$ cat config.mk
export PLATFORM = sky130hd
export DESIGN_NAME = polar_entity_mapper
export DESIGN_NICKNAME = d
export VERILOG_FILES = /design/src/rtl/polar_entity_mapper.sv
export SDC_FILE = /design/constraint.sdc
export NUM_CORES = 1
export LEC_CHECK = 0
export BUFFER_PORTS_ARGS = -buffer_cell sky130_fd_sc_hd__clkbuf_2
export CAP_MARGIN = 40
export CORE_ASPECT_RATIO = 0.6
export CORE_UTILIZATION = 58
export DETAILED_ROUTE_END_ITERATION = 8
export PLACE_DENSITY = 0.84
export SLEW_MARGIN = 20
export SYNTH_ARGS = -nofsm -noshare
export SYNTH_HDL_FRONTEND = slang
export SYNTH_SLANG_ARGS = --single-unit
$ cat constraint.sdc
create_clock -name CLK -period 5.1 [get_ports CLK]
set_clock_uncertainty 0.15 [all_clocks]
set_input_delay 0.765 -clock CLK [delete_from_list [all_inputs] [get_ports CLK]]
set_output_delay 0.765 -clock CLK [all_outputs]
set_load 0.005 [all_outputs]
$ cat src/rtl/polar_entity_mapper.sv
// rtl/polar_entity_mapper.sv - polar-to-screen entity mapper with double-buffered positions and per-pixel hit query
module polar_entity_mapper #(
  parameter int N_ENT      = 4,
  parameter int ANGLE_BITS = 5,
  parameter int DIST_W     = 9,
  parameter int COORD_W    = 10,
  parameter int FRAC       = 6,
  parameter int CENTER_X   = 399,
  parameter int CENTER_Y   = 239,
  parameter int HALF_SIZE  = 18,
  parameter int SCREEN_W   = 640,
  parameter int SCREEN_H   = 480
) (
  input  logic                  CLK,
  input  logic                  RST_N,
  input  logic                  upd_valid,
  output logic                  upd_ready,
  input  logic [3:0]            upd_idx,
  input  logic [DIST_W-1:0]     upd_distance,
  input  logic [ANGLE_BITS-1:0] upd_angle,
  output logic                  upd_done,
  output logic                  upd_err,
  input  logic                  frame_start,
  input  logic [COORD_W-1:0]    hc,
  input  logic [COORD_W-1:0]    vc,
  output logic                  hit,
  output logic [3:0]            hit_idx,
  output logic [COORD_W-1:0]    ent_x,
  output logic [COORD_W-1:0]    ent_y
);

  localparam int QTR = 1 << (ANGLE_BITS - 2);
  localparam int IW  = ANGLE_BITS - 1;
  localparam int LW  = FRAC + 1;
  localparam int PW  = DIST_W + FRAC + 1;
  localparam int MW  = DIST_W + 1;
  localparam int XW  = COORD_W + 2;

  localparam logic signed [XW-1:0] CX_S = XW'(CENTER_X);
  localparam logic signed [XW-1:0] CY_S = XW'(CENTER_Y);
  localparam logic signed [XW-1:0] HS_S = XW'(HALF_SIZE);
  localparam logic signed [XW-1:0] SW_S = XW'(SCREEN_W);
  localparam logic signed [XW-1:0] SH_S = XW'(SCREEN_H);
  localparam logic [4:0]           N_ENT_V = 5'(N_ENT);

  typedef enum logic [1:0] {ST_IDLE, ST_LOOKUP, ST_MUL, ST_WRITE} state_t;

  // Elaboration-time sine of k quarter-steps, scaled by 2^FRAC and rounded to nearest.
  function automatic int sin_q(input int k);
    real x, term, sum;
    x    = 1.5707963267948966 * $itor(k) / $itor(QTR);
    term = x;
    sum  = x;
    for (int n = 1; n < 10; n++) begin
      term = -term * x * x / $itor((2 * n) * (2 * n + 1));
      sum  = sum + term;
    end
    return $rtoi(sum * $itor(1 << FRAC) + 0.5);
  endfunction

  logic [LW-1:0] lut [QTR+1];
  for (genvar g = 0; g <= QTR; g++) begin : g_lut
    assign lut[g] = LW'(sin_q(g));
  end

  state_t                  state;
  logic [DIST_W-1:0]       dist_q;
  logic [ANGLE_BITS-1:0]   ang_q;
  logic [3:0]              idx_q;
  logic [LW-1:0]           lutc_q, luts_q;
  logic                    negc_q, negs_q;
  logic [MW-1:0]           magx_q, magy_q;

  logic signed [XW-1:0]    sh_x [N_ENT];
  logic signed [XW-1:0]    sh_y [N_ENT];
  logic                    sh_vis [N_ENT];
  logic signed [XW-1:0]    act_x [N_ENT];
  logic signed [XW-1:0]    act_y [N_ENT];
  logic                    act_vis [N_ENT];

  logic [IW-1:0]           cos_i, sin_i, rem;
  logic                    cos_n, sin_n;
  logic signed [XW-1:0]    mx, my, new_x, new_y;
  logic                    new_vis, idx_err;

  assign upd_ready = (state == ST_IDLE) && RST_N;
  assign idx_err   = {1'b0, idx_q} >= N_ENT_V;

  // Fold the angle into a quarter-wave index plus sign for cos and sin.
  always_comb begin
    rem   = IW'(ang_q[ANGLE_BITS-3:0]);
    cos_i = '0;
    sin_i = '0;
    cos_n = 1'b0;
    sin_n = 1'b0;
    case (ang_q[ANGLE_BITS-1 -: 2])
      2'd0: begin cos_i = IW'(QTR) - rem; sin_i = rem; end
      2'd1: begin cos_i = rem; cos_n = 1'b1; sin_i = IW'(QTR) - rem; end
      2'd2: begin cos_i = IW'(QTR) - rem; cos_n = 1'b1; sin_i = rem; sin_n = 1'b1; end
      default: begin cos_i = rem; sin_i = IW'(QTR) - rem; sin_n = 1'b1; end
    endcase
  end

  // Screen position and visibility of the entry being written (screen y grows downward).
  always_comb begin
    mx      = XW'(magx_q);
    my      = XW'(magy_q);
    new_x   = negc_q ? (CX_S - mx) : (CX_S + mx);
    new_y   = negs_q ? (CY_S + my) : (CY_S - my);
    new_vis = (new_x >= HS_S) && (new_x + HS_S <= SW_S) &&
              (new_y >= HS_S) && (new_y + HS_S <= SH_S);
  end

  // Update FSM: capture, LUT lookup, multiply, shadow write; done/err registered.
  always_ff @(posedge CLK or negedge RST_N) begin
    if (!RST_N) begin
      state    <= ST_IDLE;
      dist_q   <= '0;
      ang_q    <= '0;
      idx_q    <= '0;
      lutc_q   <= '0;
      luts_q   <= '0;
      negc_q   <= 1'b0;
      negs_q   <= 1'b0;
      magx_q   <= '0;
      magy_q   <= '0;
      upd_done <= 1'b0;
      upd_err  <= 1'b0;
      for (int i = 0; i < N_ENT; i++) begin
        sh_x[i]   <= CX_S;
        sh_y[i]   <= CY_S;
        sh_vis[i] <= 1'b0;
      end
    end else begin
      upd_done <= 1'b0;
      upd_err  <= 1'b0;
      case (state)
        ST_IDLE: begin
          if (upd_valid) begin
            dist_q <= upd_distance;
            ang_q  <= upd_angle;
            idx_q  <= upd_idx;
            state  <= ST_LOOKUP;
          end
        end
        ST_LOOKUP: begin
          lutc_q <= lut[cos_i];
          luts_q <= lut[sin_i];
          negc_q <= cos_n;
          negs_q <= sin_n;
          state  <= ST_MUL;
        end
        ST_MUL: begin
          magx_q <= MW'((PW'(dist_q) * PW'(lutc_q)) >> FRAC);
          magy_q <= MW'((PW'(dist_q) * PW'(luts_q)) >> FRAC);
          state  <= ST_WRITE;
        end
        ST_WRITE: begin
          upd_done <= 1'b1;
          upd_err  <= idx_err;
          for (int i = 0; i < N_ENT; i++) begin
            if (!idx_err && idx_q == 4'(i)) begin
              sh_x[i]   <= new_x;
              sh_y[i]   <= new_y;
              sh_vis[i] <= new_vis;
            end
          end
          state <= ST_IDLE;
        end
        default: state <= ST_IDLE;
      endcase
    end
  end

  // Frame commit: whole shadow set becomes the active set on one edge.
  always_ff @(posedge CLK or negedge RST_N) begin
    if (!RST_N) begin
      for (int i = 0; i < N_ENT; i++) begin
        act_x[i]   <= CX_S;
        act_y[i]   <= CY_S;
        act_vis[i] <= 1'b0;
      end
    end else if (frame_start) begin
      for (int i = 0; i < N_ENT; i++) begin
        act_x[i]   <= sh_x[i];
        act_y[i]   <= sh_y[i];
        act_vis[i] <= sh_vis[i];
      end
    end
  end

  logic signed [XW-1:0] hc_s, vc_s;
  logic                 p_hit;
  logic [3:0]           p_idx;
  logic [COORD_W-1:0]   p_ex, p_ey;

  // Box test against every active entity; scanning downward leaves the lowest index.
  always_comb begin
    hc_s  = XW'(hc);
    vc_s  = XW'(vc);
    p_hit = 1'b0;
    p_idx = '0;
    p_ex  = '0;
    p_ey  = '0;
    for (int i = N_ENT - 1; i >= 0; i--) begin
      if (act_vis[i] &&
          hc_s >= act_x[i] - HS_S && hc_s < act_x[i] + HS_S &&
          vc_s >= act_y[i] - HS_S && vc_s < act_y[i] + HS_S) begin
        p_hit = 1'b1;
        p_idx = 4'(i);
        p_ex  = COORD_W'(hc_s - act_x[i] + HS_S);
        p_ey  = COORD_W'(vc_s - act_y[i] + HS_S);
      end
    end
  end

  // Register the pixel answer for a fixed one-cycle latency.
  always_ff @(posedge CLK or negedge RST_N) begin
    if (!RST_N) begin
      hit     <= 1'b0;
      hit_idx <= '0;
      ent_x   <= '0;
      ent_y   <= '0;
    end else begin
      hit     <= p_hit;
      hit_idx <= p_idx;
      ent_x   <= p_ex;
      ent_y   <= p_ey;
    end
  end

endmodule

* Word-level counts from Yosys, hierarchy flattened
Memories as Yosys holds them, arrays and structs flattened. A register that Yosys moved wholly into a read port is not among the register bits.
Cells that the tools add are included.
** Word-level totals
- Logic and storage cells :: 177
- Output and inout port bits :: 28
- Bits in registers :: 269
- Input port bits :: 42
- Bits in read-only memories :: 224
- Memories :: 2
** Operators by class
- Equality and inequality tests :: 9
- Muxes and demuxes :: 26
- Reduce and logical (&&, ||, !) cells :: 38
- Multiply operators :: 2
- Bitwise operators :: 2
- $lt $le $gt $ge :: 21
- Add/sub/neg operators :: 39
** Memory list
- (no name shown) :: words 16, width 7, read ports 1, clocked after Yosys merged registers in 1, write ports 0, RTL line 148 : luts_q <= lut[sin_i];
- (no name shown) :: words 16, width 7, read ports 1, clocked after Yosys merged registers in 1, write ports 0, RTL line 147 : lutc_q <= lut[cos_i];
** Operators by type and width (count)
- adder 12 x 6 -> 12 bit, second input constant :: 10
- >= comparator 11 x 12 -> 1 bit :: 8
- less-than comparator 11 x 12 -> 1 bit :: 8
- subtractor 12 x 6 -> 12 bit, second input constant :: 8
- adder 10 x 6 -> 10 bit, second input constant :: 8
- 2-to-1 mux 10 bit :: 8
- subtractor 10 bit :: 8
- multiplier 9 x 7 -> 16 bit :: 2
- >= comparator 12 x 6 -> 1 bit, second input constant :: 2
- logical AND 1 bit :: 24
- 2-to-1 mux 12 bit :: 2
- 2-to-1 mux 4 bit :: 5
- less-or-equal comparator 12 x 10 -> 1 bit, second input constant :: 1
- less-or-equal comparator 12 x 11 -> 1 bit, second input constant :: 1
- adder 8 x 10 -> 11 bit, first input constant :: 1
- adder 9 x 10 -> 11 bit, first input constant :: 1
- subtractor 8 x 10 -> 11 bit, first input constant :: 1
- subtractor 9 x 10 -> 11 bit, first input constant :: 1
- NOT 4 -> 5 bit :: 2
- AND reduction 2 bit :: 5
- == test 4 x 2 -> 1 bit, second input constant :: 2
- 2-to-1 mux 1 bit :: 8
- case mux 2 bit (4 select lines) :: 1
- == test 2 bit, second input constant :: 3
- 10 further kinds :: 17

* Longest topological paths before layout
Gate-level depths: netlist of the first run.
- Word-level depth :: 10
- Gate-level depth with buffers :: 20
- Depth with buffers taken out :: 19

* Worst setup path before layout of the first run
No wires, ideal clock.
- Path type :: reg2reg
- Start point :: register dist_q[4]
- End point :: register magx_q[8]
- Setup time :: 125 ps
- Buffers on the path :: 1
- Slack :: -20 ps
- Cell stages (with the launch flop) :: 19
- Clock period less this slack :: 5120 ps
- Arrival :: 4846 ps
- Data required time :: 4825 ps
- Cell sequence :: dfrtp_1 -> clkbuf_1 -> and2_1 -> fa_1 -> ha_1 -> inv_1 -> fa_1 -> fa_1 -> inv_1 -> ha_1 -> and4_1 -> a221oi_1 -> o21ai_0 -> o211a_1 -> o21a_1 -> o21ai_0 -> nor2b_1 -> xnor2_1 -> mux2_2
** On the way
- Word-level cells in the longest chain between the ends :: 1
** Ends and longest elaborated chain
- start: declaration :: RTL line 67 : logic [DIST_W-1:0] dist_q;
- start signal: assignment :: RTL line 140 : dist_q <= upd_distance;
- multiplier 9 x 7 -> 16 bit :: RTL line 154 : magx_q <= MW'((PW'(dist_q) * PW'(lutc_q)) >> FRAC);
- end signal: assignment :: RTL line 154
- end: declaration :: RTL line 72 : logic [MW-1:0] magx_q, magy_q;
No other way between the ends.
A chain may end at the register's enable or synchronous reset.

* Final worst setup path of the first run
- Start point :: register dist_q[4]
- End point :: register magx_q[9]
The elaborated chain is that of the path after synthesis.

==> results.sh, run 1 <==
export IMPL_synth_area_leaders="ha_1 18%, dfrtp_1 18%, dfstp_2 11%, fa_1 6.7%, xnor2_1 6.2%"
export IMPL_hpwl_mm=51.11
export IMPL_clk_latency_ps=580
export IMPL_syn2layout_area_growth_pct=10.06
export IMPL_grt_pass1_vias=20106
export IMPL_syn_area_per_cell_sq_um=9.046
export IMPL_start_kind="flip-flop"
export IMPL_cts_buffers=28
export IMPL_synth_edff_count=0
export IMPL_synth_area_sq_um=24620
export IMPL_htree_levels=1
export IMPL_syn_inst=2722
export IMPL_setup_viol=0
export IMPL_clock_sinks=281
export IMPL_crit_required_ps=5430
export IMPL_core_area_sq_um=41870
export IMPL_yosys_warnings=0
export IMPL_synth_top_area_cell="ha_1"
export IMPL_setup_tns_ps=0
export IMPL_drt_wl_total_mm=68.29
export IMPL_yosysUniqueCellTypes=74
export IMPL_crit_start="dist_q[4]"
export IMPL_path_class="reg -> reg"
export IMPL_io_buffers=67
export IMPL_root_buffer="clkbuf_16"
export IMPL_netlist_area_leader_share=0.1850
export IMPL_max_freq_mhz=196.8
export IMPL_fin_crit_sh=0.9962
export IMPL_postRouteAntennaNets=0
export IMPL_cts_tree="done"
export IMPL_nNetsFinal=3281
export IMPL_endpoint_kind="flip-flop"
export IMPL_synth_seq_cells=281
export IMPL_synth_ff_type="dfrtp_1"
export IMPL_drcViolationCount=0
export IMPL_rsz0062_at_grt="true"
export IMPL_r2r_start="dist_q[4]"
export IMPL_hold_viol=0
export IMPL_postCtsHoldBufs=0
export IMPL_die_area_sq_um=43310
export IMPL_tightest_slew_ps=968.5
export IMPL_route_detailed_wl_per_inst_um=20.16
export IMPL_ys_async_sr_fraction=1.000
export IMPL_viasPerCell=6.077
export IMPL_cp_max_fo=5
export IMPL_vias=20582
export IMPL_fin_util=0.6472
export IMPL_hold_class="in -> async"
export IMPL_synth_seq_area_share=0.2909
export IMPL_initial_utilization=0.5880
export IMPL_rows=58
export IMPL_drive_above_1_share=0.1570
export IMPL_r2r_slack_ps=20
export IMPL_pin_count=70
export IMPL_path_clk_slew_ps=60
export IMPL_grt_max_degree=121
export IMPL_antenna_found_initial=1
export IMPL_cts_max_path_buffers=3
export IMPL_die_height_um=161.6
export IMPL_fin_crit_ps=5081
export IMPL_place_gp_congestion=0.9511
export IMPL_relSlewSlack=0.3544
export IMPL_maxCapViolCount=0
export IMPL_grt_overflow_total=0
export IMPL_holdWs_ps=96.90
export IMPL_grt_use_total=0.3157
export IMPL_place_area_sq_um=25780
export IMPL_die_x_um=268.0
export IMPL_maxSlewViolCount=0
export IMPL_status="finished, final reports clean"
export IMPL_finish_instance_area_sq_um=27100
export IMPL_nFillCells=3355
export IMPL_dr_pass1_iters=6
export IMPL_drt_iter0_markers=2100
export IMPL_worst_ep_arrival_time_ps=5410
export IMPL_grt_pass1_wl_mm=107.9
[metal layers]
| metal | track usage | vias to the layer above | wire (um) | share of wire |
|---|---|---|---|---|
| met3 | 0.06983 | 156 | 6829 | 0.10 |
| met4 | 0.09195 | 0 | 1995 | 0.029 |
| li1 | - | 9467 | - | - |
| met5 | 0 | - | 0 | 0 |
| met2 | 0.4651 | 911 | 29060 | 0.43 |
| met1 | 0.4626 | 10048 | 30400 | 0.45 |
[logic make-up after synthesis]
family | after synthesis | synth area share
AND/OR/NAND/NOR | 731 | 0.1440
flip-flops | 281 | 0.2909
other | 1 | 0.0001523
buffers and inverters | 387 | 0.06047
AO/OA/AOI/OAI | 584 | 0.1418
multiplexers | 78 | 0.03496
XOR/XNOR | 214 | 0.07612
adder cells (fa/ha/maj) | 446 | 0.2516
[cell usage after synthesis (all sizes together) (7+ instances only)]
master    n
and4      7
dfstp   104
a21o     27
nand2b   30
nor3     54
or4      12
nor4     24
o31a     14
nor2b    29
nand2   307
o22ai    32
fa       82
o31ai    23
o21ai   256
a21oi   122
o21a     14
o211ai    8
nor2    101
inv     265
nand3    25
and3      8
buf      12
a31oi    12
dfrtp   177
ha      364
clkbuf  108
or3      21
o21bai   11
o41ai     7
xnor2   173
and2     65
mux2     64
xor2     41
nand4    16
a211oi   15
mux2i    14
or2      17
[state kept, by name, indices dropped and copies added, names as in the netlist]
name	cells
ent_y	10
state	2
upd_err	1
dist_q	9
act_y	48
hit_idx	2
sh_x	48
idx_q	4
magy_q	10
upd_done	1
magx_q	10
ent_x	10
negs_q	1
act_x	48
ang_q	5
sh_vis	4
sh_y	48
negc_q	1
lutc_q	7
luts_q	7
act_vis	4
hit	1
[repair_timing]
item / 4_1_cts / 5_1_grt
resized for setup: 11 / 48
setup endpoints to repair: 5 / 28
pin swaps: 0 / 28
setup buffers: 3 / 14
[cell usage in the layout (no fill, tap or decap), drive strengths merged, types with 14 or more instances in the layout]
cell type and count:
a211oi 15, a21o 27, a21oi 122, and2 65, buf 93, clkbuf 107
dfrtp 177, dfstp 104, fa 82, ha 364, inv 265, mux2 64
mux2i 14, nand2 307, nand2b 30, nand3 25, nand4 16, nor2 101
nor2b 29, nor3 54, nor4 24, o21a 14, o21ai 256, o22ai 32
o31a 14, o31ai 23, or2 17, or3 21, xnor2 173, xor2 41
[cell type report]
type,instances,area (sq um),area share
Antenna cell,2,5.005,0.0001847
Inverter,267,1002,0.03698
Sequential cell,281,7174,0.2648
Clock buffer,40,808.3,0.02983
Timing Repair Buffer,160,1107,0.04086
Tap cell,570,713.2,0.02632
Multi-Input combinational cell,2055,16120,0.5950
Clock inverter,12,165.2,0.006095
[through the flow]
step                      worst slack [ps]  std cells
after floorplan                      22.90       2723
after global placement              -55.87       3309
after detailed placement            -231.1       3311
after CTS                            18.99       3366
after global routing                -145.1       3385
final                                19.47       3387
[path summary, 6_finish.rpt]
check	to	cells past startpoint
worst max-delay path	magx_q[9]	21
worst min-delay path	state[1]	1
worst max register to register	magx_q[9]	21
worst min register to register	sh_y[9]	2
max in group asynchronous	ent_y[7]	2
min in group CLK	dist_q[8]	2
[critical path: stages (launching register included)]
cell and delay [ps]:
dfrtp_2 440, buf_4 170, and2_1 150, fa_1 500
inv_1 50, fa_1 470, inv_1 60, fa_1 540
inv_1 70, fa_1 540, inv_1 50, ha_2 180
and3_1 190, a21oi_2 130, o21ai_2 90, o211a_1 240
o21a_1 230, o21ai_2 180, nor2b_4 200, buf_4 120
nor3_1 40, nor3_1 210
Power of run 1 is left out: the tool's default activity adds up to more than one toggle a clock period on the data nets, which glitch-free logic cannot reach.
==> run 2: changes to the inputs <==
Settings changed: CORE_ASPECT_RATIO 0.6 to default.
==> results.sh, run 2 (synthesized netlist as in run 1, its figures left out) <==
export IMPL_route_detailed_wl_per_inst_um=18.78
export IMPL_path_class="reg -> reg"
export IMPL_mostFrequentLayoutCell="ha_1"
export IMPL_core_area_sq_um=41950
export IMPL_grt_overflow_total=0
export IMPL_rr_worst_depth=20
export IMPL_rsz0062_at_grt="true"
export IMPL_drcViolationCount=0
export IMPL_drt_iter0_markers=1463
export IMPL_cp_max_fo=9
export IMPL_htree_levels=1
export IMPL_viasPerCell=6.012
export IMPL_rows=75
export IMPL_path_clk_slew_ps=70
export IMPL_io_buffers=67
export IMPL_initial_utilization=0.5870
export IMPL_place_gp_congestion=0.9573
export IMPL_crit_start="dist_q[4]"
export IMPL_maxSlewViolCount=0
export IMPL_endpoint_kind="flip-flop"
export IMPL_tightest_slew_ps=942.2
export IMPL_nFillCells=3359
export IMPL_setup_viol=0
export IMPL_crit_required_ps=5410
export IMPL_hold_class="in -> async"
export IMPL_status="finished, final reports clean"
export IMPL_fin_crit_ps=4999
export IMPL_drive_above_1_share=0.1535
export IMPL_dr_pass1_iters=5
export IMPL_root_buffer="clkbuf_16"
export IMPL_fin_crit_sh=0.9803
export IMPL_pin_count=70
export IMPL_postRouteAntennaNets=0
export IMPL_nNetsFinal=3265
export IMPL_grt_use_total=0.2927
export IMPL_cts_max_path_buffers=3
export IMPL_grt_pass1_vias=20126
export IMPL_max_freq_mhz=200.0
export IMPL_postCtsHoldBufs=0
export IMPL_antenna_cells=0
export IMPL_relSlewSlack=0.3719
export IMPL_cts_buffers=30
export IMPL_grt_max_degree=178
export IMPL_cts_tree="done"
export IMPL_syn2layout_area_growth_pct=9.528
export IMPL_drt_wl_total_mm=62.74
export IMPL_final_cell_mix="357 x ha_1, 307 x nand2_1, 262 x inv_1"
export IMPL_hpwl_mm=48.42
export IMPL_pre_cts_ws_ps=-148.1
export IMPL_maxCapViolCount=0
export IMPL_start_kind="flip-flop"
export IMPL_setup_ws_ps=100.7
export IMPL_die_height_um=208.0
export IMPL_clock_sinks=281
export IMPL_die_x_um=208.0
export IMPL_grt_pass1_wl_mm=102.2
export IMPL_antenna_found_initial=1
export IMPL_r2r_start="dist_q[4]"
export IMPL_die_area_sq_um=43280
export IMPL_hold_viol=0
export IMPL_vias=20081
export IMPL_holdWs_ps=7.549
export IMPL_worst_ep_arrival_time_ps=5310
export IMPL_clk_latency_ps=600
[run 2: cell types whose count changed in the layout (fill, tap and decap cells not counted), sizes merged]
| cell | change |
|---|---|
| buf | -16 |
| bufinv | -1 |
| clkbuf | -2 |
| clkinv | +3 |
| diode | -2 |
| inv | +2 |
[run 2: what timing repair did]
| item | 4_1_cts | 5_1_grt |
|---|---|---|
| setup buffers | 0 | 4 |
| setup endpoints to repair | 5 | 18 |
| pin swaps | 1 | 21 |
| resized for setup | 11 | 36 |
[run 2: layout make-up]
class	count	area (sq um)	share of cell area
Multi-Input combinational cell	2055	16120	0.5976
Sequential cell	281	7172	0.2659
Inverter	267	1002	0.03716
Timing Repair Buffer	142	948.4	0.03517
Clock buffer	40	868.3	0.03220
Tap cell	539	674.4	0.02501
Clock inverter	16	186.4	0.006913
[run 2: worst paths after layout]
| kind | endpoint | slack (ps) |
|---|---|---|
| max in group asynchronous | act_y[22] | 3440 |
| worst min-delay path | hit | 8 |
| worst min register to register | sh_x[33] | 330 |
| worst max register to register | magy_q[8] | 100 |
| worst max-delay path | magy_q[8] | 100 |
| min in group CLK | idx_q[2] | 250 |
[run 2: critical path, stage by stage (launching register included)]
cell	delay (ps)
dfrtp_2	480
buf_4	170
and2_1	150
fa_1	500
inv_1	50
fa_1	490
inv_2	40
fa_1	530
inv_1	50
fa_1	490
inv_1	50
ha_2	170
and2_1	150
o21ai_1	160
o21ai_2	90
o211a_1	260
o21a_1	230
o21ai_2	160
nor2b_4	180
xor2_1	200
mux2i_1	110
[run 2: metrics by stage]
step / utilization / area, sq um / std cells / TNS, ps
6_report: 0.6429 / 26970 / 3340 / 0
5_1_grt: 0.6429 / 26970 / 3340 / -40.71
4_1_cts: 0.6386 / 26790 / 3335 / 0
3_5_place_dp: 0.6128 / 25710 / 3279 / -414.1
3_3_place_gp: 0.6127 / 25700 / 3278 / -3.424
2_1_floorplan: - / 24630 / 2723 / 0
[run 2: routing by layer]
layer	up-vias	share of wire	global-route usage	wire length, um
met5	-	0	0	0
met4	0	0.037	0.1103	2302
met3	143	0.055	0.03608	3455
met2	646	0.47	0.4888	29640
met1	9846	0.44	0.3898	27340
li1	9446	-	-	-
Power of run 2 is left out for the same reason.
